$ cat src/rtl/wb_buffered_stage.sv
// wb_buffered_stage: DEPTH-entry FIFO write-back stage with write suppression and retire counter.
// Define WB_LOAD_EXT_EN to extract sub-word load data (requires DATA_W == 32).
module wb_buffered_stage #(
  parameter int DATA_W    = 32,
  parameter int REG_IDX_W = 5,
  parameter int DEPTH     = 4,
  parameter int CNT_W     = 32
) (
  input  logic                 clk,
  input  logic                 reset,
  input  logic                 in_valid,
  output logic                 in_ready,
  input  logic [5:0]           in_opcode,
  input  logic [DATA_W-1:0]    in_data,
  input  logic [REG_IDX_W-1:0] in_dest,
  input  logic                 in_is_load,
  input  logic [1:0]           in_addr_lo,
  input  logic                 rf_busy,
  output logic                 reg_write,
  output logic [REG_IDX_W-1:0] write_reg,
  output logic [DATA_W-1:0]    write_data,
  output logic [CNT_W-1:0]     retire_cnt,
  output logic                 empty
);
  localparam int AW = $clog2(DEPTH);
  localparam int EW = 9 + DATA_W + REG_IDX_W;
  logic [EW-1:0]        mem [DEPTH];
  logic [AW-1:0]        wr_ptr_q, wr_ptr_d, rd_ptr_q, rd_ptr_d;
  logic [AW:0]          count_q, count_d;
  logic                 reg_write_q;
  logic [REG_IDX_W-1:0] write_reg_q;
  logic [DATA_W-1:0]    write_data_q;
  logic [CNT_W-1:0]     retire_q;
  logic                 push, pop, wen;
  logic [5:0]           h_op;
  logic [DATA_W-1:0]    h_data, wdata;
  logic [REG_IDX_W-1:0] h_dest;
  logic                 h_ld;
  logic [1:0]           h_alo;
  assign in_ready   = count_q != (AW+1)'(DEPTH);
  assign empty      = count_q == '0;
  assign push       = in_valid && in_ready;
  assign pop        = !empty && !rf_busy;
  assign {h_op, h_data, h_dest, h_ld, h_alo} = mem[rd_ptr_q];
  assign wen        = !(h_op inside {6'd2, 6'd4, 6'd5, 6'd40, 6'd41, 6'd43}) && h_dest != '0;
  assign reg_write  = reg_write_q;
  assign write_reg  = write_reg_q;
  assign write_data = write_data_q;
  assign retire_cnt = retire_q;
`ifdef WB_LOAD_EXT_EN
  logic [7:0]  ld_b;
  logic [15:0] ld_h;
  assign ld_b  = h_data[8*h_alo +: 8];
  assign ld_h  = h_alo[1] ? h_data[31:16] : h_data[15:0];
  assign wdata = !h_ld         ? h_data :
                 h_op == 6'd32 ? {{24{ld_b[7]}}, ld_b} :
                 h_op == 6'd36 ? {24'd0, ld_b} :
                 h_op == 6'd33 ? {{16{ld_h[15]}}, ld_h} :
                 h_op == 6'd37 ? {16'd0, ld_h} : h_data;
`else
  logic unused_ld;
  assign unused_ld = ^{h_ld, h_alo};
  assign wdata     = h_data;
`endif
  always_comb begin
    wr_ptr_d = push ? wr_ptr_q + 1'b1 : wr_ptr_q;
    rd_ptr_d = pop ? rd_ptr_q + 1'b1 : rd_ptr_q;
    count_d  = count_q + {{AW{1'b0}}, push} - {{AW{1'b0}}, pop};
  end
  // Storage is deliberately unreset: stale entries are unreachable once pointers clear.
  always_ff @(posedge clk)
    if (push) mem[wr_ptr_q] <= {in_opcode, in_data, in_dest, in_is_load, in_addr_lo};
  always_ff @(posedge clk or posedge reset)
    if (reset) begin
      wr_ptr_q     <= '0;
      rd_ptr_q     <= '0;
      count_q      <= '0;
      reg_write_q  <= 1'b0;
      write_reg_q  <= '0;
      write_data_q <= '0;
      retire_q     <= '0;
    end else begin
      wr_ptr_q    <= wr_ptr_d;
      rd_ptr_q    <= rd_ptr_d;
      count_q     <= count_d;
      reg_write_q <= pop && wen;
      if (pop) begin
        write_reg_q  <= h_dest;
        write_data_q <= wdata;
        retire_q     <= retire_q + 1'b1;
      end
    end
endmodule

$ cat config.mk
export PLATFORM = sky130hd
export DESIGN_NAME = wb_buffered_stage
export DESIGN_NICKNAME = d
export VERILOG_FILES = /design/src/rtl/wb_buffered_stage.sv
export SDC_FILE = /design/constraint.sdc
export NUM_CORES = 1
export LEC_CHECK = 0
export BUFFER_PORTS_ARGS = -buffer_cell sky130_fd_sc_hd__buf_2
export CAP_MARGIN = 20
export CORE_MARGIN = 5
export CORE_UTILIZATION = 35
export CTS_CLUSTER_DIAMETER = 40
export DETAILED_ROUTE_END_ITERATION = 10
export GPL_TIMING_DRIVEN = 0
export HOLD_SLACK_MARGIN = 0.15
export SLEW_MARGIN = 10
export SYNTH_ARGS = -nofsm -noshare
export SYNTH_HDL_FRONTEND = slang
export SYNTH_SLANG_ARGS = --single-unit
$ cat constraint.sdc
create_clock -name clk -period 2.98 [get_ports clk]
set_clock_uncertainty 0.2 [all_clocks]
set_input_delay 0.149 -clock clk [delete_from_list [all_inputs] [get_ports clk]]
set_output_delay 0.149 -clock clk [all_outputs]
set_load 0.005 [all_outputs]
==> results.md, run 1 <==
- At the worst endpoint, the arrival time is approximately 2.9 ns.
- For the worst-skew pair, the clock arrives at the later sink with an insertion delay of roughly 0.50 ns.
- The TritonCTS buffer count is 36.
- STA classifies the critical path endpoint as a flop.
- The total of endpoints with negative setup slack in the final report is 0.
- The first-pass iteration count of the detailed router is 5.
- The sum of routed wire length over all layers is 19220 µm.
- In this run the most critical hold path is launched from in_data[22].
- The fmax is 369.6 MHz.
- The initial core utilization is 0.3527.
- The initial antenna violation count was 0.
- During I/O placement, the number of pins put on the boundary was 122.
- The row count is 60.
- The leakage power is between 4 and 5 nW.
- Each instance of the synthesized netlist takes up on average 20.19 µm².
- The worst register-to-register path has a depth of 10.
- In this run the worst hold path is classified as in -> reg.
- The die width is between 150 and 200 µm.
- TritonCTS built the clock tree.
- The final number of hold-violating endpoints came to 0.
- Routability-driven placement finished with a final weighted congestion of 0.7849.
- The ratio of final minimum period to clock period is 0.9080.
- The register bit total from synthesis is 249.
- The total design power is 12.17 mW.
- The total global routing overflow is 0.
- For the pin with the worst max-slew slack, the measured transition is around 0.73 ns.
- The cell count after synthesis came out at about 470.
- The leading area contributor after synthesis is sky130_fd_sc_hd__edfxtp_1.
- The finished cells cover approximately 12000 µm².
- The number of post-CTS setup repair buffers is 0.
- The sequential element share of the synthesized area is 0.7523.
- For this design the ratio of total power to cell area is about 990 nW/µm².
- The category of the most critical setup path is reg -> reg.
- At the worst endpoint, the required time is roughly 3.1 ns.
- The number of antenna diodes in the final layout is 0.
- Of the total power, the clock network draws 0.361.
- The post-synth net total is about 530.
- The detailed router finished its first iteration with 254 violations.
- After clock tree synthesis, the clock-pin slew on the worst setup and hold paths is 0.06 ns.
- For this run, the number of Yosys warnings is 0.
- The register with the most flip-flops is mem.
- The cell area after synthesis is 9427 µm².
- Port buffering added approximately 120 buffers.
- The die area is around 30000 µm².
- The internal portion of the total power is roughly 9 mW.
- The register with the most flip-flops in the layout has around 170 of them.
- The proportion of netlist area held by the largest area contributor is 0.5479.
- After detailed routing, the number of vias per cell comes to 4.833.
- Of all nets on the critical path, the largest fanout is 10.
- From synthesis to final layout, the design area changed by 30.78%.
- The number of cells traversed by the worst hold path is 2.
- The max-capacitance violation count is 0.
- The floorplan step defined a core boundary enclosing roughly 27000 µm².
- For this run, the post-layout net count is approximately 730.
- In this run, distinct cell masters in the synthesized netlist total 27.
- The largest net degree at the start of global routing is 50.
- The number of global-route vias before repair was around 5.6k.
- The total negative slack is 0 ns.
- The endpoint identified for the worst register-to-register timing path is count_q[2]$_DFF_PP0_.
- Once detail routing completed, the nets flagged for antenna violations numbered 0.
- The shortest period the worst path allows is roughly 2.7 ns.
- In the global route stage, overall resource usage came out at 0.1279.
- The number of clock sinks is roughly 250.
- The origin of the critical flop-to-flop path is count_q[1]$_DFF_PP0_.
- Of the total power, the share spent switching nets is 0.2684.
- The share of total power dissipated in combinational logic is 0.233.
- The detail-routed net length per standard cell is around 18 µm.
- The largest voltage drop on the vdd net is roughly 0.5 mV.
- The detailed-placement wirelength estimate is between 10000 and 15000 µm.
- The net switching power of the design is ~3.3 mW.
- The fraction of final layout cells sized beyond drive strength 1 is 0.4097.
- The buffer depth of the longest clock path is 3.
- The setup slack after placement is -0.3623 ns.
- Setup repair after global routing left no endpoint under its margin.
- The final setup slack of the worst path is ~0.27 ns.
- For hold timing, the worst endpoint is mem[3][30]$_DFFE_PP_.
- The max-slew violation total from the final report is 0.
- The remaining max-slew budget at the tightest pin is 0.5153.
- The H-tree depth is 2.
- By area the synthesized netlist is led by sky130_fd_sc_hd__edfxtp_1 55%, sky130_fd_sc_hd__dfrtp_1 20%, sky130_fd_sc_hd__mux4_2 10%, sky130_fd_sc_hd__mux2_2 4.5%, sky130_fd_sc_hd__xnor2_1 2.7%.
- The floorplan step set the die height to about 170 µm.
- The power share of the sequential group is 0.405.
- STA classifies the critical path startpoint as a flop.
- The wire length of the first global-routing pass is about 30000 µm.
- The total number of vias is approximately 5k.
- In the routed design, unresolved DRC markers number 0.
- The root buffer cell is sky130_fd_sc_hd__clkbuf_16.
- The flow ran to the end, and the final reports show no timing, DRC or antenna violations.
- The instance area after placement is approximately 11000 µm².
- The worst register-to-register path has a setup slack of between 0.2 and 0.3 ns.
## cells in the mapped netlist
library cell,instances
sky130_fd_sc_hd__clkbuf_1,2
sky130_fd_sc_hd__buf_6,2
sky130_fd_sc_hd__xor2_1,7
sky130_fd_sc_hd__xnor2_1,29
sky130_fd_sc_hd__edfxtp_1,172
sky130_fd_sc_hd__o21ai_0,1
sky130_fd_sc_hd__inv_1,7
sky130_fd_sc_hd__ha_1,7
sky130_fd_sc_hd__fa_1,1
sky130_fd_sc_hd__mux4_2,43
sky130_fd_sc_hd__or4_1,1
sky130_fd_sc_hd__mux2_2,38
sky130_fd_sc_hd__mux2i_1,1
sky130_fd_sc_hd__nor3_2,2
sky130_fd_sc_hd__and2_1,4
sky130_fd_sc_hd__buf_2,13
sky130_fd_sc_hd__dfrtp_1,77
sky130_fd_sc_hd__nor2_1,4
sky130_fd_sc_hd__nor3_1,4
sky130_fd_sc_hd__nand4_1,5
sky130_fd_sc_hd__and4_1,7
sky130_fd_sc_hd__and3_1,11
sky130_fd_sc_hd__nor4b_1,1
sky130_fd_sc_hd__nand3_1,11
sky130_fd_sc_hd__o21ai_1,1
sky130_fd_sc_hd__nand2_1,15
sky130_fd_sc_hd__a21oi_1,1
## worst max-delay path by stage
stage                          from                         end  slack (ns)  depth (start not counted)
6_report       count_q[1]$_DFF_PP0_        count_q[2]$_DFF_PP0_        0.27                         10
5_1_grt        count_q[1]$_DFF_PP0_        count_q[2]$_DFF_PP0_        0.13                         10
4_1_cts        count_q[1]$_DFF_PP0_        count_q[2]$_DFF_PP0_        0.09                         10
3_5_place_dp   count_q[1]$_DFF_PP0_        count_q[2]$_DFF_PP0_       -0.36                         10
3_3_place_gp                  reset  write_data[28]$_DFFE_PP0P_       -0.62                          2
2_1_floorplan  count_q[1]$_DFF_PP0_        count_q[2]$_DFF_PP0_        0.24                         10
## through the flow
stage	hold slack (ns)	instances	util
after floorplan	0.04787	467	-
after global placement	0.1578	926	0.3908
after detailed placement	-0.03141	931	0.3951
after CTS	0.1613	1044	0.4610
after global routing	0.1948	1044	0.4613
final	0.1994	1044	0.4613
## per-layer routing
| layer | wire, µm | track usage |
|---|---|---|
| met2 | 9703 | 0.2216 |
| met3 | 1264 | 0.03719 |
| met1 | 7832 | 0.1570 |
| met4 | 420 | 0.03563 |
| met5 | 0 | 0 |
## worst max-delay path, cell delays in order (launching register included)
cell and delay (ns):
sky130_fd_sc_hd__dfrtp_1 0.46, sky130_fd_sc_hd__nor3_4 0.36, sky130_fd_sc_hd__nor2_4 0.14, sky130_fd_sc_hd__buf_2 0.25, sky130_fd_sc_hd__ha_1 0.30, sky130_fd_sc_hd__inv_1 0.05, sky130_fd_sc_hd__ha_1 0.12, sky130_fd_sc_hd__inv_1 0.05
sky130_fd_sc_hd__fa_1 0.37, sky130_fd_sc_hd__xnor2_1 0.14, sky130_fd_sc_hd__xnor2_1 0.13
## layout make-up
type | instances | area, µm²
Fill cell | 2322 | 14400
Sequential cell | 249 | 7092
Multi-Input combinational cell | 194 | 2237
Timing Repair Buffer | 170 | 1169
Clock buffer | 47 | 1036
Tap cell | 341 | 426.7
Clock inverter | 19 | 244.0
Buffer | 17 | 95.09
Inverter | 7 | 28.78
## cell families after synthesis
family,Yosys count,share of synthesized area
flops,249,0.7523
mux,82,0.1492
simple gates,65,0.03916
xor+xnor,36,0.03345
buf+inv,24,0.01288
fa+ha+maj,8,0.01141
compound gates,3,0.001591
## cell usage in the layout, fill, tap and decap left out, types with 2 or more instances in the layout
cell,Yosys,routed
sky130_fd_sc_hd__edfxtp_1,172,172
sky130_fd_sc_hd__buf_2,13,131
sky130_fd_sc_hd__dfrtp_1,77,77
sky130_fd_sc_hd__dlygate4sd3_1,0,47
sky130_fd_sc_hd__mux4_2,43,43
sky130_fd_sc_hd__clkbuf_16,0,39
sky130_fd_sc_hd__mux2_2,38,38
sky130_fd_sc_hd__xnor2_1,29,29
sky130_fd_sc_hd__nand2_1,15,15
sky130_fd_sc_hd__nand3_1,11,11
sky130_fd_sc_hd__clkbuf_1,2,7
sky130_fd_sc_hd__xor2_1,7,7
sky130_fd_sc_hd__and3_1,11,7
sky130_fd_sc_hd__and4_1,7,7
sky130_fd_sc_hd__ha_1,7,7
sky130_fd_sc_hd__inv_1,7,6
sky130_fd_sc_hd__inv_6,0,6
sky130_fd_sc_hd__nand4_1,5,5
sky130_fd_sc_hd__and2_1,4,4
sky130_fd_sc_hd__and3_2,0,4
sky130_fd_sc_hd__bufinv_16,0,4
sky130_fd_sc_hd__buf_12,0,4
sky130_fd_sc_hd__nor2_1,4,3
sky130_fd_sc_hd__nor3_1,4,3
sky130_fd_sc_hd__clkbuf_8,0,3
sky130_fd_sc_hd__clkinv_4,0,3
sky130_fd_sc_hd__buf_6,2,2
sky130_fd_sc_hd__nor3_2,2,2
sky130_fd_sc_hd__inv_4,0,2
sky130_fd_sc_hd__inv_8,0,2
## power by group through the flow
stage	Clock (mW)	Combinational, mW	Sequential [mW]
finish	4.40	2.84	4.93
global route	4.66	3.13	5.03
CTS	4.51	2.94	4.95
detailed placement	0	2.87	5.00
global placement	0	2.74	4.99
floorplan	0	1.81	4.96
## what timing repair did
| item | CTS | global route |
|---|---|---|
| hold endpoints to repair | 275 | 0 |
| hold buffers | 47 | 0 |
| endpoints found under the setup margin | 2 | 1 |
| gates resized for setup | 3 | 1 |
| pin swaps | 0 | 0 |
Note: power is estimated with default switching activity, not from simulation.
==> run 2: changes to the inputs <==
Settings changed: ABC_AREA set to 1, CELL_PAD_IN_SITES_DETAIL_PLACEMENT set to 1, CELL_PAD_IN_SITES_GLOBAL_PLACEMENT set to 2, MAX_ROUTING_LAYER set to met4, PLACE_DENSITY_LB_ADDON set to 0.1.
==> results.md, run 2 <==
- The sequential element share of the synthesized area is 0.6996.
- The number of port buffers is between 100 and 150.
- The total of endpoints with negative setup slack in the final report is 0.
- After synthesis, the share of flip-flops with an asynchronous set or reset is 0.3092.
- Once detail routing completed, the nets flagged for antenna violations numbered 0.
- The per-cell via count in the routed design is approximately 4.7.
- The maximum fanout along the worst path is 10.
- mem holds more flip-flops than any other register.
- Wires add up to between 20000 and 30000 µm.
- The root buffer cell is sky130_fd_sc_hd__clkbuf_16.
- TritonCTS created around 40 clock buffers.
- The row count is between 60 and 70.
- The max-slew violation total from the final report is 0.
- The flip-flop count of the largest register after layout is approximately 170.
- The signal on the critical path passes through inv_1 -> nand3_1 -> nand2_2 -> inv_2 -> clkbuf_4 -> ha_1 -> inv_1 -> ha_1 -> inv_1 -> fa_1 -> xnor2_1 -> xor2_1.
- The clock-pin slew reported for the worst setup and hold paths after clock tree synthesis is ~0.05 ns.
- The number of flops mapped to enable cells by yosys is between 150 and 200.
- The final number of hold-violating endpoints is 0.
- The shortest period the worst path allows is around 2.7 ns.
- For this run, the top clock speed supported by timing is 368.8 MHz.
- Across the VDD grid, the largest voltage drop is 0.5404 mV.
- The number of clock sinks is ~250.
- The register-to-register setup slack is about 0.27 ns.
- For this run, the post-layout net count is 1175.
- Measured in cells, the most critical reg-to-reg path has a length of 12.
- The power per cell area is 1007 nW/µm².
- In this run the critical register-to-register path is captured at count_q[2]$_DFF_PP0_.
- Of the cells placed in the final design, the portion with a size suffix greater than 1 is 0.2150.
- The die width is around 180 µm.
- The area of the core is around 29000 µm².
- STA classifies the critical path startpoint as a flop.
- The initial core utilization is 0.3541.
- The post-synth net total is ~960.
- The cell area after synthesis is 10140 µm².
- The initial detailed-routing violation count is about 300.
- The total track usage is 0.1700.
- The worst hold path belongs to the class in -> reg.
- The vertical extent of the die is around 180 µm.
- The critical path capture point type is a flop.
- Across the run, the number of max-cap violations was 0.
- Entering global routing, the biggest net connects 53 pins.
- The leading cell type by number of instances after synthesis is sky130_fd_sc_hd__nor2_1.
- Setup total negative slack on the finished layout was measured at 0 ns.
- The number of fill cells in the layout is 3087.
- The most critical setup path has its endpoint at count_q[2]$_DFF_PP0_.
- For the pin with the worst max-slew slack, the measured transition is 0.8618 ns.
- The post-synthesis area per instance is approximately 11 µm².
- The filler-free cell count of the finished design is around 1.5k.
- Dividing the final minimum period by the clock period gives 0.9098.
- The clock reaches the later pin of the worst-skew pair after roughly 0.51 ns.
- The run finished with clean final reports.
- The delay of the slowest cell on the worst path is ~0.40 ns.
- After layout, the worst setup slack is 0.2688 ns.
- The setup slack after placement is 0.1776 ns.
- The count of distinct cell types in the synthesized netlist is 30.
- The detailed-placement wirelength estimate is approximately 17000 µm.
- The library cells used most frequently in the layout, excluding fill and tap cells, are 192 x sky130_fd_sc_hd__nor2_1, 172 x sky130_fd_sc_hd__edfxtp_1, 155 x sky130_fd_sc_hd__nand2_1.
- The category of the most critical setup path is reg -> reg.
- The instance count of the mapped netlist is around 900.
- The largest total area in the synthesized netlist belongs to sky130_fd_sc_hd__edfxtp_1.
- The register bit total from synthesis is about 250.
- In this run the worst setup path begins at count_q[1]$_DFF_PP0_.
- For this run, the detailed router's first-pass iteration total came to 6.
- After synthesis, the cell types taking the most area are sky130_fd_sc_hd__edfxtp_1 51%, sky130_fd_sc_hd__dfrtp_1 19%, sky130_fd_sc_hd__nor2_1 7.3%, sky130_fd_sc_hd__nand2_1 5.7%, sky130_fd_sc_hd__o21ai_0 3.1%.
- Data on the critical path is required at its endpoint by between 3 and 4 ns.
- The most common cell after layout, fill and taps aside is sky130_fd_sc_hd__nor2_1.
- The buffer depth of the longest clock path is 3.
- The most common cell type on the critical path is sky130_fd_sc_hd__inv_1.
- On the critical path, the stage with the largest delay is an instance of sky130_fd_sc_hd__dfrtp_1.
- From synthesis to final layout, the design area changed by 31.62%.
- The initial antenna violation count is 1.
- The number of ports placed on the die boundary is about 120.
- The remaining max-slew budget at the tightest pin is 0.4241.
- The origin of the critical flop-to-flop path is count_q[1]$_DFF_PP0_.
- Counting instances in the post-synthesis netlist gives the leading cell types as 196 x sky130_fd_sc_hd__nor2_1, 172 x sky130_fd_sc_hd__edfxtp_1, 155 x sky130_fd_sc_hd__nand2_1.
- For this run the aggregate overflow at the end of global routing stands at 0.
- The number of post-CTS setup repair buffers is 0.
- On the final layout, the worst hold slack is around 0.18 ns.
- The number of global-route vias before repair is between 7k and 8k.
- The first global-routing pass estimated 42540 µm of wire.
- The number of warnings issued by yosys is 0.
- The CTS tree is done.
- STA puts the critical path data arrival time at about 2.9 ns.
- The die area is ~32000 µm².
- The H-tree depth is 2.
- The final RePlAce weighted congestion is 0.7277.
- Across all layers, the routed design uses about 7.2k vias.
- For this design the static power due to leakage is approximately 5.4 nW.
- The number of DRC violations after detailed routing is 0.
- The prevailing post-synth register cell is sky130_fd_sc_hd__edfxtp_1.
- The total instance count after detailed placement is 1407.
- The proportion of netlist area held by the largest area contributor is 0.5095.
- Setup repair after global routing left no endpoint under its margin.
- The detail-routed net length per standard cell is roughly 18 µm.
-- run 2: cell types whose count changed in the layout (fill, tap and decap cells not counted), sizes merged, moves of 12 or more --
cell,before,now
nor2,4,206
nand2,15,159
o21ai,2,69
inv,16,59
mux4,43,0
mux2,38,0
a31oi,0,32
nand3,11,39
xnor2,29,12
buf,138,153
clkinv,5,17
-- run 2: through the flow --
| stage | total power, mW | cell area [µm²] | util |
|---|---|---|---|
| 2_1_floorplan | 7.115 | 10140 | - |
| 3_3_place_gp | 8.559 | 11210 | 0.3916 |
| 3_5_place_dp | 8.730 | 11400 | 0.3984 |
| 4_1_cts | 13.67 | 13340 | 0.4660 |
| 5_1_grt | 14.28 | 13340 | 0.4661 |
| 6_report | 13.44 | 13340 | 0.4661 |
-- run 2: logic make-up after synthesis --
logic type | synth area share
flip-flops | 0.6996
adder cells (fa/ha/maj) | 0.01061
XOR/XNOR | 0.02419
AND/OR/NAND/NOR | 0.1698
AO/OA/AOI/OAI | 0.05431
buffers and inverters | 0.04147
-- run 2: worst max-delay path, delay by kind of cell (launching register included) --
| family | cells | cell delay, ns |
|---|---|---|
| simple gates | 2 | 0.30 |
| fa+ha+maj | 3 | 0.81 |
| flops | 1 | 0.40 |
| xor+xnor | 2 | 0.29 |
| buf+inv | 5 | 0.61 |
-- run 2: layout make-up --
| cell class | count | area [µm²] | share of cell area |
|---|---|---|---|
| diodes | 1 | 2.502 | 0.0001875 |
| plain buffers | 37 | 211.5 | 0.01585 |
| clock buffers | 44 | 1069 | 0.08008 |
| clock inverters | 31 | 355.3 | 0.02663 |
| inverters | 55 | 214.0 | 0.01604 |
| multi-input cells | 557 | 2655 | 0.1990 |
| flip-flops and latches | 249 | 7092 | 0.5315 |
| well taps | 384 | 480.5 | 0.03601 |
| repair buffers | 176 | 1264 | 0.09471 |
-- run 2: how the worst min path moves through the flow --
stage          slack [ns]                   end        start  depth (start not counted)
6_report             0.18  mem[3][24]$_DFFE_PP_  in_data[16]                          2
2_1_floorplan        0.05  mem[0][10]$_DFFE_PP_   in_data[2]                          0
4_1_cts              0.15  mem[2][24]$_DFFE_PP_  in_data[16]                          2
3_3_place_gp         0.16  mem[1][25]$_DFFE_PP_  in_data[17]                          1
5_1_grt              0.17  mem[2][39]$_DFFE_PP_  in_data[31]                          2
3_5_place_dp        -0.04   reg_write$_DFF_PP0_        reset                          2
-- run 2: report_power, final --
part | internal, mW | leakage [nW] | switching (mW)
sequential | 4.59 | 2.51 | 0.343
combinational | 1.30 | 2.25 | 2.39
clock | 3.14 | 0.691 | 1.68
total | 9.03 | 5.45 | 4.41
-- run 2: per-layer routing --
metal,global-route usage,up-vias,part of all wire
li1,-,3472,-
met1,0.2121,3480,0.44
met2,0.2877,158,0.48
met3,0.03452,46,0.052
met4,0.03902,0,0.019
met5,-,-,0
-- run 2: timing repair --
item / in CTS / in global routing
endpoints found under the hold margin: 274 / 0
endpoints found under the setup margin: 0 / 1
hold buffers: 51 / 0
resized for setup: 0 / 1
